[config.mk]
export PLATFORM = sky130hd
export DESIGN_NAME = mod_counter_flat
export DESIGN_NICKNAME = d
export VERILOG_FILES = /design/src/rtl/mod_counter_if.sv /design/src/rtl/mod_counter.sv /design/src/flat_wrapper.sv
export SDC_FILE = /design/constraint.sdc
export NUM_CORES = 1
export LEC_CHECK = 0
export ABC_CLOCK_PERIOD_IN_PS = 1500
export BUFFER_PORTS_ARGS = -buffer_cell sky130_fd_sc_hd__buf_2
export CAP_MARGIN = 20
export CORE_AREA = 2 2 39 41
export CTS_CLUSTER_DIAMETER = 120
export DETAILED_ROUTE_END_ITERATION = 10
export DIE_AREA = 0 0 41 43
export PLACE_DENSITY_LB_ADDON = 0.2
export SLEW_MARGIN = 30
export SYNTH_ARGS = -nofsm -noshare
export SYNTH_HDL_FRONTEND = slang
export SYNTH_SLANG_ARGS = --single-unit
[constraint.sdc]
create_clock -name clk -period 1.5 [get_ports clk]
set_input_delay 0.075 -clock clk [delete_from_list [all_inputs] [get_ports clk]]
set_output_delay 0.075 -clock clk [all_outputs]
set_load 0.1 [all_outputs]
[src/rtl/mod_counter_if.sv]
// Control and status bundle for mod_counter: clear/load/enable/direction in,
// registered count and wrap pulse plus boundary flags out.
interface mod_counter_if #(
  parameter int unsigned WIDTH = 4
);
  logic             clear;
  logic             load;
  logic [WIDTH-1:0] load_val;
  logic             en;
  logic             up;
  logic [WIDTH-1:0] count;
  logic             wrap;
  logic             at_max;
  logic             at_zero;

  modport master (
    output clear, load, load_val, en, up,
    input  count, wrap, at_max, at_zero
  );

  modport slave (
    input  clear, load, load_val, en, up,
    output count, wrap, at_max, at_zero
  );
endinterface

[src/rtl/mod_counter.sv]
// Up/down counter over 0..MAX with clamped load, synchronous clear and a
// wrap/saturate mode; count and wrap come from the same register stage.
module mod_counter #(
  parameter int unsigned     WIDTH    = 4,
  parameter logic [WIDTH-1:0] MAX     = {WIDTH{1'b1}},
  parameter bit              SATURATE = 1'b0
) (
  input logic          clk,
  input logic          reset,
  mod_counter_if.slave bus
);

  logic [WIDTH-1:0] count_q, count_d;
  logic             wrap_q, wrap_d;
  logic             sat_q, sat_d;   // last step was a saturated hold
  logic             up_q;

  always_comb begin
    count_d = count_q;
    wrap_d  = 1'b0;
    // A saturated hold stays "already reported" only while direction is unchanged.
    sat_d   = sat_q && (bus.up == up_q);

    if (bus.clear) begin
      count_d = '0;
      sat_d   = 1'b0;
    end else if (bus.load) begin
      count_d = (bus.load_val > MAX) ? MAX : bus.load_val;
      sat_d   = 1'b0;
    end else if (bus.en) begin
      if (bus.up) begin
        if (count_q != MAX) begin
          count_d = count_q + WIDTH'(1);
          sat_d   = 1'b0;
        end else if (SATURATE) begin
          wrap_d = ~sat_d;
          sat_d  = 1'b1;
        end else begin
          count_d = '0;
          wrap_d  = 1'b1;
          sat_d   = 1'b0;
        end
      end else begin
        if (count_q != '0) begin
          count_d = count_q - WIDTH'(1);
          sat_d   = 1'b0;
        end else if (SATURATE) begin
          wrap_d = ~sat_d;
          sat_d  = 1'b1;
        end else begin
          count_d = MAX;
          wrap_d  = 1'b1;
          sat_d   = 1'b0;
        end
      end
    end
  end

  always_ff @(posedge clk) begin
    if (reset) begin
      count_q <= '0;
      wrap_q  <= 1'b0;
      sat_q   <= 1'b0;
      up_q    <= 1'b0;
    end else begin
      count_q <= count_d;
      wrap_q  <= wrap_d;
      sat_q   <= sat_d;
      up_q    <= bus.up;
    end
  end

  assign bus.count   = count_q;
  assign bus.wrap    = wrap_q;
  assign bus.at_max  = (count_q == MAX);
  assign bus.at_zero = (count_q == '0);

endmodule

[src/flat_wrapper.sv]
// flat-port wrapper written by rule: the top's interface ports become plain ports
module mod_counter_flat 
#(
  parameter int unsigned     WIDTH    = 4,
  parameter logic [WIDTH-1:0] MAX     = {WIDTH{1'b1}},
  parameter bit              SATURATE = 1'b0
)
  (clk, reset, bus_clear, bus_load, bus_load_val, bus_en, bus_up, bus_count, bus_wrap, bus_at_max, bus_at_zero);
  mod_counter_if #(.WIDTH(WIDTH)) bus_i ();
  input logic clk;
  input logic reset;
  input wire logic [$bits(bus_i.clear)-1:0] bus_clear;
  input wire logic [$bits(bus_i.load)-1:0] bus_load;
  input wire logic [$bits(bus_i.load_val)-1:0] bus_load_val;
  input wire logic [$bits(bus_i.en)-1:0] bus_en;
  input wire logic [$bits(bus_i.up)-1:0] bus_up;
  output wire logic [$bits(bus_i.count)-1:0] bus_count;
  output wire logic [$bits(bus_i.wrap)-1:0] bus_wrap;
  output wire logic [$bits(bus_i.at_max)-1:0] bus_at_max;
  output wire logic [$bits(bus_i.at_zero)-1:0] bus_at_zero;
  assign bus_i.clear = bus_clear;
  assign bus_i.load = bus_load;
  assign bus_i.load_val = bus_load_val;
  assign bus_i.en = bus_en;
  assign bus_i.up = bus_up;
  assign bus_count = bus_i.count;
  assign bus_wrap = bus_i.wrap;
  assign bus_at_max = bus_i.at_max;
  assign bus_at_zero = bus_i.at_zero;
  mod_counter #(.WIDTH(WIDTH), .MAX(MAX), .SATURATE(SATURATE)) u_core (.clk(clk), .reset(reset), .bus(bus_i));
endmodule
Word level (Yosys, flattened, before mapping) --
Index checks and enable logic that the tools add are counted.
Storage, ports and cells: output and inout port bits 7, flip-flop bits (word level) 5
Operators by class: $add $sub $neg 2, $lt $le $gt $ge 1, muxes and demuxes 9, eq/ne operators 2, reduce and logical (&&, ||, !) cells 5, bitwise operators 1
Operator list (count):
- 4-bit two-way mux | 6
- 4-bit by 1-bit adder with 4-bit output, second input constant | 1
- 4-bit equality test, second input constant | 1
- 4-bit greater-than comparator, second input constant | 1
- 4-bit logical NOT | 1
- 4-bit != test, second input constant | 1
- 4-bit nonzero test | 1
- 4-bit OR reduction | 1
- 4-bit by 1-bit subtractor with 4-bit output, second input constant | 1
- 1-bit two-way mux | 3
- 2-bit nonzero test | 1
- 2-bit OR reduction | 1
- 1-bit NOT | 1

Logic depth before layout (Yosys ltp) --
Gate-level depths: netlist of the first run.
word-level depth 5, mapped depth 6, gate-level depth less buffers 6

Worst setup path after synthesis of the first run --
OpenSTA, ideal clock, no wires.
kind register to register, start register u_core.count_q[0] (netlist: u_core.bus.count[0]), end register u_core.wrap_q (netlist: u_core.bus.wrap), arrival time 3.646 ns, required time 1.425 ns, cell stages (with the launch flop) 6, path slack -2.222 ns, period minus slack after synthesis 3.722 ns, path through dfxtp_1 > inv_2 > ha_1 > nor3b_1 > mux2i_1 > nor2_1
On the way: word-level cells in the longest chain between the ends 3, elaborated cells between the ends (all ways) 5
RTL lines:
- start: declaration | RTL line mod_counter.sv:13 | logic [WIDTH-1:0] count_q, count_d;
- start signal: assignment | RTL line mod_counter.sv:66 | count_q <= count_d;
- 4-bit != test or 4-bit nonzero test (tied branches) | RTL line mod_counter.sv:32, mod_counter.sv:44
- 1-bit two-way mux, on equally long branches | RTL line mod_counter.sv:32, mod_counter.sv:44
- 1-bit two-way mux * | RTL line mod_counter.sv:31 | if (bus.up) begin
- end signal: assignment | RTL line mod_counter.sv:67 | wrap_q <= wrap_d;
- end: declaration | RTL line mod_counter.sv:14 | logic wrap_q, wrap_d;
Mark *: on every way between the ends. The rest lies on a longest branch, timed or not. A chain may end at the register's enable or synchronous reset.

Worst setup path after layout of the first run --
start register u_core.count_q[0] (netlist: u_core.bus.count[0]), end output port bus_at_max
On the way: word-level cells in the longest chain between the ends 1
RTL lines:
- 4-bit equality test | RTL line mod_counter.sv:75 | assign bus.at_max = (count_q == MAX);
- end: declaration | RTL line flat_wrapper.sv:19 | output wire logic [$bits(bus_i.at_max)-1:0] bus_at_max;
No other way between the ends.

==> flow_summary.json, run 1 <==
{
  "drt_iter0_drc": 6,
  "cp.arrival_ns": 1.27,
  "power_density_mw_per_mm2": 825.8,
  "synth_edf_count": 0,
  "grt_pass1_vias": 386,
  "clock_latency_ns": 0.24,
  "ys_warn_count": 0,
  "finish.instance_area_um2": 584.3,
  "yosys_register_bits": 5,
  "path_max_fanout": 8,
  "crit_path_end_kind": "output port",
  "status": "completed",
  "path_class": "flip-flop to output port",
  "remaining_drc_errors": 0,
  "clk_pin_slew_ns": 0.04,
  "max_slew_margin_pct": 67.85,
  "cts_sinks": 5,
  "ys.flop_type": "dfxtp_1",
  "io_buffers": 16,
  "yosysTopAreaCell": "dfxtp_1",
  "vias": 419,
  "final_cells": 84,
  "vias_per_cell": 4.988,
  "wl_per_cell_um": 11.64,
  "finalClockSkew_ns": 0.001680,
  "place_area_um2": 558.0,
  "grtUsageTotal_pct": 13.93,
  "peakVddDrop_mv": 0.3674,
  "hp-class": "primary input to flip-flop",
  "rsz0062_at_grt": "no",
  "start_kind": "flip-flop",
  "worstMarginPinSlew_ns": 0.4855,
  "synth_area_um2": 380.4,
  "rows": 14,
  "root_buffer": "clkbuf_4",
  "cts_made_buffers": 3,
  "diodes": 0,
  "crit_required_ns": 1.42,
  "pin_count": 17,
  "synth_area_leaders": "dfxtp_1 (26%), mux2i_1 (7.9%), ha_1 (6.6%)",
  "wl_um": 978,
  "setup_slack_ns": 0.1540,
  "grt_pass1_wl_um": 1635,
  "die-height_um": 43,
  "place_inst": 80,
  "nNetsFinal": 81,
  "min_period_ns": 1.346,
  "die-area_mm2": 0.001763,
  "yosysSeqAreaShare_pct": 26.32,
  "synthTopCellsByCount": "dfxtp_1 (5), nor2_1 (5), o21ai_0 (4)",
  "ctsHoldBuffers": 0,
  "grt_overflow": 0,
  "final_util_pct": 42.22,
  "grt_max_degree": 9,
  "synth_nets": 60,
  "syn-instance-count": 48,
  "async_flop_share_pct": 0,
  "total_power_mw": 0.4825,
  "period_share_pct": 89.73,
  "cts_setup_buffers": 0,
  "drive_above_1_share_pct": 44.12,
  "cts_tree": "built",
  "dp_slack_ns": 0.1974,
  "drv_cap": 0,
  "setup_viol": 0,
  "drtPass1Iterations": 4,
  "synth_cell_types": 26,
  "hold_viol": 0,
  "fmax_ghz": 0.7430,
  "antenna_found_initial": 0,
  "gp_congestion": 0.8375,
  "syn2layout_area_growth_pct": 53.62,
  "die_x_um": 41,
  "synth_area_per_cell_um2": 7.924,
  "max-clock-path-buffers": 2,
  "post_cts_resized": 0,
  "h-tree-depth": 1,
  "dp_hpwl_um": 802.6,
  "yosys.area.top_type_share_pct": 26.32,
  "ant_nets": 0,
  "finalMaxSlewViolations": 0,
  "leakage_nw": 0.2791,
  "start_util_pct": 27.49,
  "coreArea_mm2": 0.001384
}
## sequential cells by signal, summed over array words and instances (netlist names)
| signal | cells |
|---|---|
| u_core.bus.wrap | 1 |
| u_core.bus.count | 4 |
## cell usage in the layout, fill, tap and decap left out, types with 2 or more instances in the layout
cell      instances
mux2i_1           3
nand2b_1          2
and3_1            2
buf_12            2
inv_1             3
buf_2            14
a21oi_1           3
o21ai_0           4
nor2_1            5
clkbuf_4          3
dfxtp_4           3
xnor2_1           2
## cell families after synthesis
logic type / Yosys count / synth area share [%]
AND/OR/NAND/NOR: 17 / 24.67
AO/OA/AOI/OAI: 13 / 23.69
buffers and inverters: 6 / 6.247
flip-flops: 5 / 26.32
multiplexers: 3 / 7.895
XOR/XNOR: 2 / 4.606
adder cells (fa/ha/maj): 2 / 6.578
## report_power, final
part	switching (mW)	leakage [nW]	internal, mW
Sequential	0.0101	0.0434	0.137
Clock	0.0589	0.0150	0.101
Combinational	0.114	0.221	0.0617
Total	0.183	0.279	0.300
## cell type report
| cell class | count | area [um^2] |
|---|---|---|
| Fill cell | 140 | 799.5 |
| Multi-Input combinational cell | 37 | 281.5 |
| Timing Repair Buffer | 17 | 117.6 |
| Sequential cell | 5 | 112.6 |
| Clock buffer | 4 | 26.28 |
| Inverter | 5 | 26.28 |
| Tap cell | 16 | 20.02 |
## worst max-delay path, cell delays in order, from the launching register on
cell	delay, ns
dfxtp_4	0.37
ha_1	0.24
and3_2	0.25
buf_12	0.17
## final timing paths
check,startpoint,to,slack [ns],cells past startpoint
min,bus_clear,u_core.bus.count[3],0.05,2
max,u_core.bus.count[0],bus_at_max,0.15,3
max reg2reg,u_core.bus.count[0],u_core.bus.count[0],0.19,6
min reg2reg,u_core.bus.count[0],u_core.bus.count[0],0.61,2
## layer usage
metal,wire length (um),up-vias,share of wire (%),global-route usage (%)
li1,-,214,-,-
met1,449,189,46,17.89
met2,452,16,46,19.38
met3,76,0,7.8,9.424
met4,0,0,0,2.000
met5,0,-,0,0
## metrics by stage
stage	setup TNS, ns	hold WS [ns]
floorplan	-0.4746	0.1837
global placement	0	0.3016
detailed placement	0	0.3056
CTS	0	0.04478
global route	0	0.04169
finish	0	0.04787
(Power assumes the default switching activity.)
==> inputs of run 2 (changes only) <==
--- a/config.mk
+++ b/config.mk
@@ -8,10 +8,12 @@
 export ABC_CLOCK_PERIOD_IN_PS = 1500
 export BUFFER_PORTS_ARGS = -buffer_cell sky130_fd_sc_hd__buf_2
 export CAP_MARGIN = 20
-export CORE_AREA = 2 2 39 41
+export CELL_PAD_IN_SITES_DETAIL_PLACEMENT = 1
+export CELL_PAD_IN_SITES_GLOBAL_PLACEMENT = 2
+export CORE_MARGIN = 2
+export CORE_UTILIZATION = 23
 export CTS_CLUSTER_DIAMETER = 120
 export DETAILED_ROUTE_END_ITERATION = 10
-export DIE_AREA = 0 0 41 43
 export PLACE_DENSITY_LB_ADDON = 0.2
 export SLEW_MARGIN = 30
 export SYNTH_ARGS = -nofsm -noshare
==> run 2 against run 1 <==
  * Fmax shrank 2.5%
  * Sequential power barely moved
  * Power is 0.17% lower
  * Highest routed layer unchanged
==> flow_summary.json, run 2 (same netlist as run 1, synthesis figures left out) <==
{
  "dp_hpwl_um": 940.9,
  "crit_path_cell_trace": "ha_1, and3_2, buf_12",
  "min_period_ns": 1.380,
  "setup.worst_path.start": "u_core.bus.count[0]",
  "power_density_mw_per_mm2": 824.4,
  "max_slew_margin_pct": 67.61,
  "max-clock-path-buffers": 2,
  "place_inst": 80,
  "cp.arrival_ns": 1.30,
  "drtPass1Iterations": 3,
  "coreArea_mm2": 0.001524,
  "finalClockSkew_ns": 0.003684,
  "ctsHoldBuffers": 0,
  "h-tree-depth": 1,
  "status": "completed",
  "root_buffer": "clkbuf_4",
  "finish.instance_area_um2": 584.3,
  "pin_count": 17,
  "antenna_found_initial": 0,
  "die-height_um": 44.67,
  "nNetsFinal": 81,
  "finalMaxSlewViolations": 0,
  "path_class": "flip-flop to output port",
  "cts_setup_buffers": 0,
  "wl_per_cell_um": 13.33,
  "cts_sinks": 5,
  "crit_required_ns": 1.42,
  "path_max_fanout": 8,
  "syn2layout_area_growth_pct": 53.62,
  "drv_cap": 0,
  "leakage_nw": 0.2791,
  "fillers": 195,
  "final_cells": 84,
  "rows": 14,
  "total_power_mw": 0.4817,
  "slowest_stage": "dfxtp_4",
  "remaining_drc_errors": 0,
  "ant_nets": 0,
  "final_common_cell": "buf_2",
  "hold_start": "bus_clear",
  "die_x_um": 44.67,
  "rsz0062_at_grt": "no",
  "final_cell_mix": "buf_2 (14), nor2_1 (5), o21ai_0 (4)",
  "cts_made_buffers": 3,
  "start_kind": "flip-flop",
  "clk_pin_slew_ns": 0.05,
  "drive_above_1_share_pct": 44.12,
  "largest_register_ffs": 4,
  "post_cts_resized": 0,
  "peakVddDrop_mv": 0.3411,
  "grt_pass1_vias": 413,
  "cp_num_buf_inv": 1,
  "start_util_pct": 24.96,
  "r2r-start": "u_core.bus.count[0]",
  "diodes": 0,
  "final_util_pct": 38.34,
  "place_area_um2": 558.0,
  "drt_iter0_drc": 4,
  "grt_overflow": 0,
  "crit_path_end_kind": "output port",
  "io_buffers": 16,
  "hp-class": "primary input to flip-flop",
  "gp_congestion": 0.7256,
  "setup_slack_ns": 0.1201,
  "critPathMaxStageDelay_ns": 0.39,
  "grt_max_degree": 9,
  "fin_tns_setup_ns": 0,
  "cts_tree": "built",
  "period_share_pct": 91.99,
  "dp_slack_ns": 0.1621,
  "crit_family": "flip-flops",
  "hold_viol": 0,
  "wl_um": 1120,
  "clock_latency_ns": 0.24,
  "fmax_ghz": 0.7247,
  "die-area_mm2": 0.001995,
  "grt_pass1_wl_um": 1932,
  "vias": 431,
  "hold_ws_ns": 0.06020,
  "setup_viol": 0,
  "worstMarginPinSlew_ns": 0.4893,
  "vias_per_cell": 5.131,
  "grtUsageTotal_pct": 13.75
}
-- run 2: cell counts in the layout (fill, tap and decap cells not counted) --
Identical to the previous run, type by type.
-- run 2: final timing paths --
path                          to  slack, ns  cells after the start
max                   bus_at_max       0.12                      3
min          u_core.bus.count[3]       0.06                      2
max reg2reg  u_core.bus.count[2]       0.18                      5
min reg2reg  u_core.bus.count[0]       0.62                      2
-- run 2: area by class of cell --
| class | instances | area (um^2) | area share [%] |
|---|---|---|---|
| Multi-Input combinational cell | 37 | 281.5 | 48.18 |
| Timing Repair Buffer | 17 | 117.6 | 20.13 |
| Inverter | 5 | 26.28 | 4.497 |
| Clock buffer | 4 | 26.28 | 4.497 |
| Sequential cell | 5 | 112.6 | 19.27 |
| Tap cell | 16 | 20.02 | 3.426 |
-- run 2: metal layers --
metal / GRT usage (%) / routed length [um]
met1: 17.32 / 503
met3: 6.122 / 49
met5: 0 / 0
met4: 3.636 / 0
met2: 21.16 / 567
-- run 2: report_power, final --
group	switching [mW]	internal (mW)
registers	0.0101	0.137
clock network	0.0548	0.101
logic	0.117	0.0618
-- run 2: worst reg2reg max path, cell delays in order, from the launching register on --
cell and delay [ns]:
dfxtp_4 0.37, ha_1 0.26, mux2i_1 0.17, nor2_1 0.07, xnor2_1 0.14, o211a_1 0.21
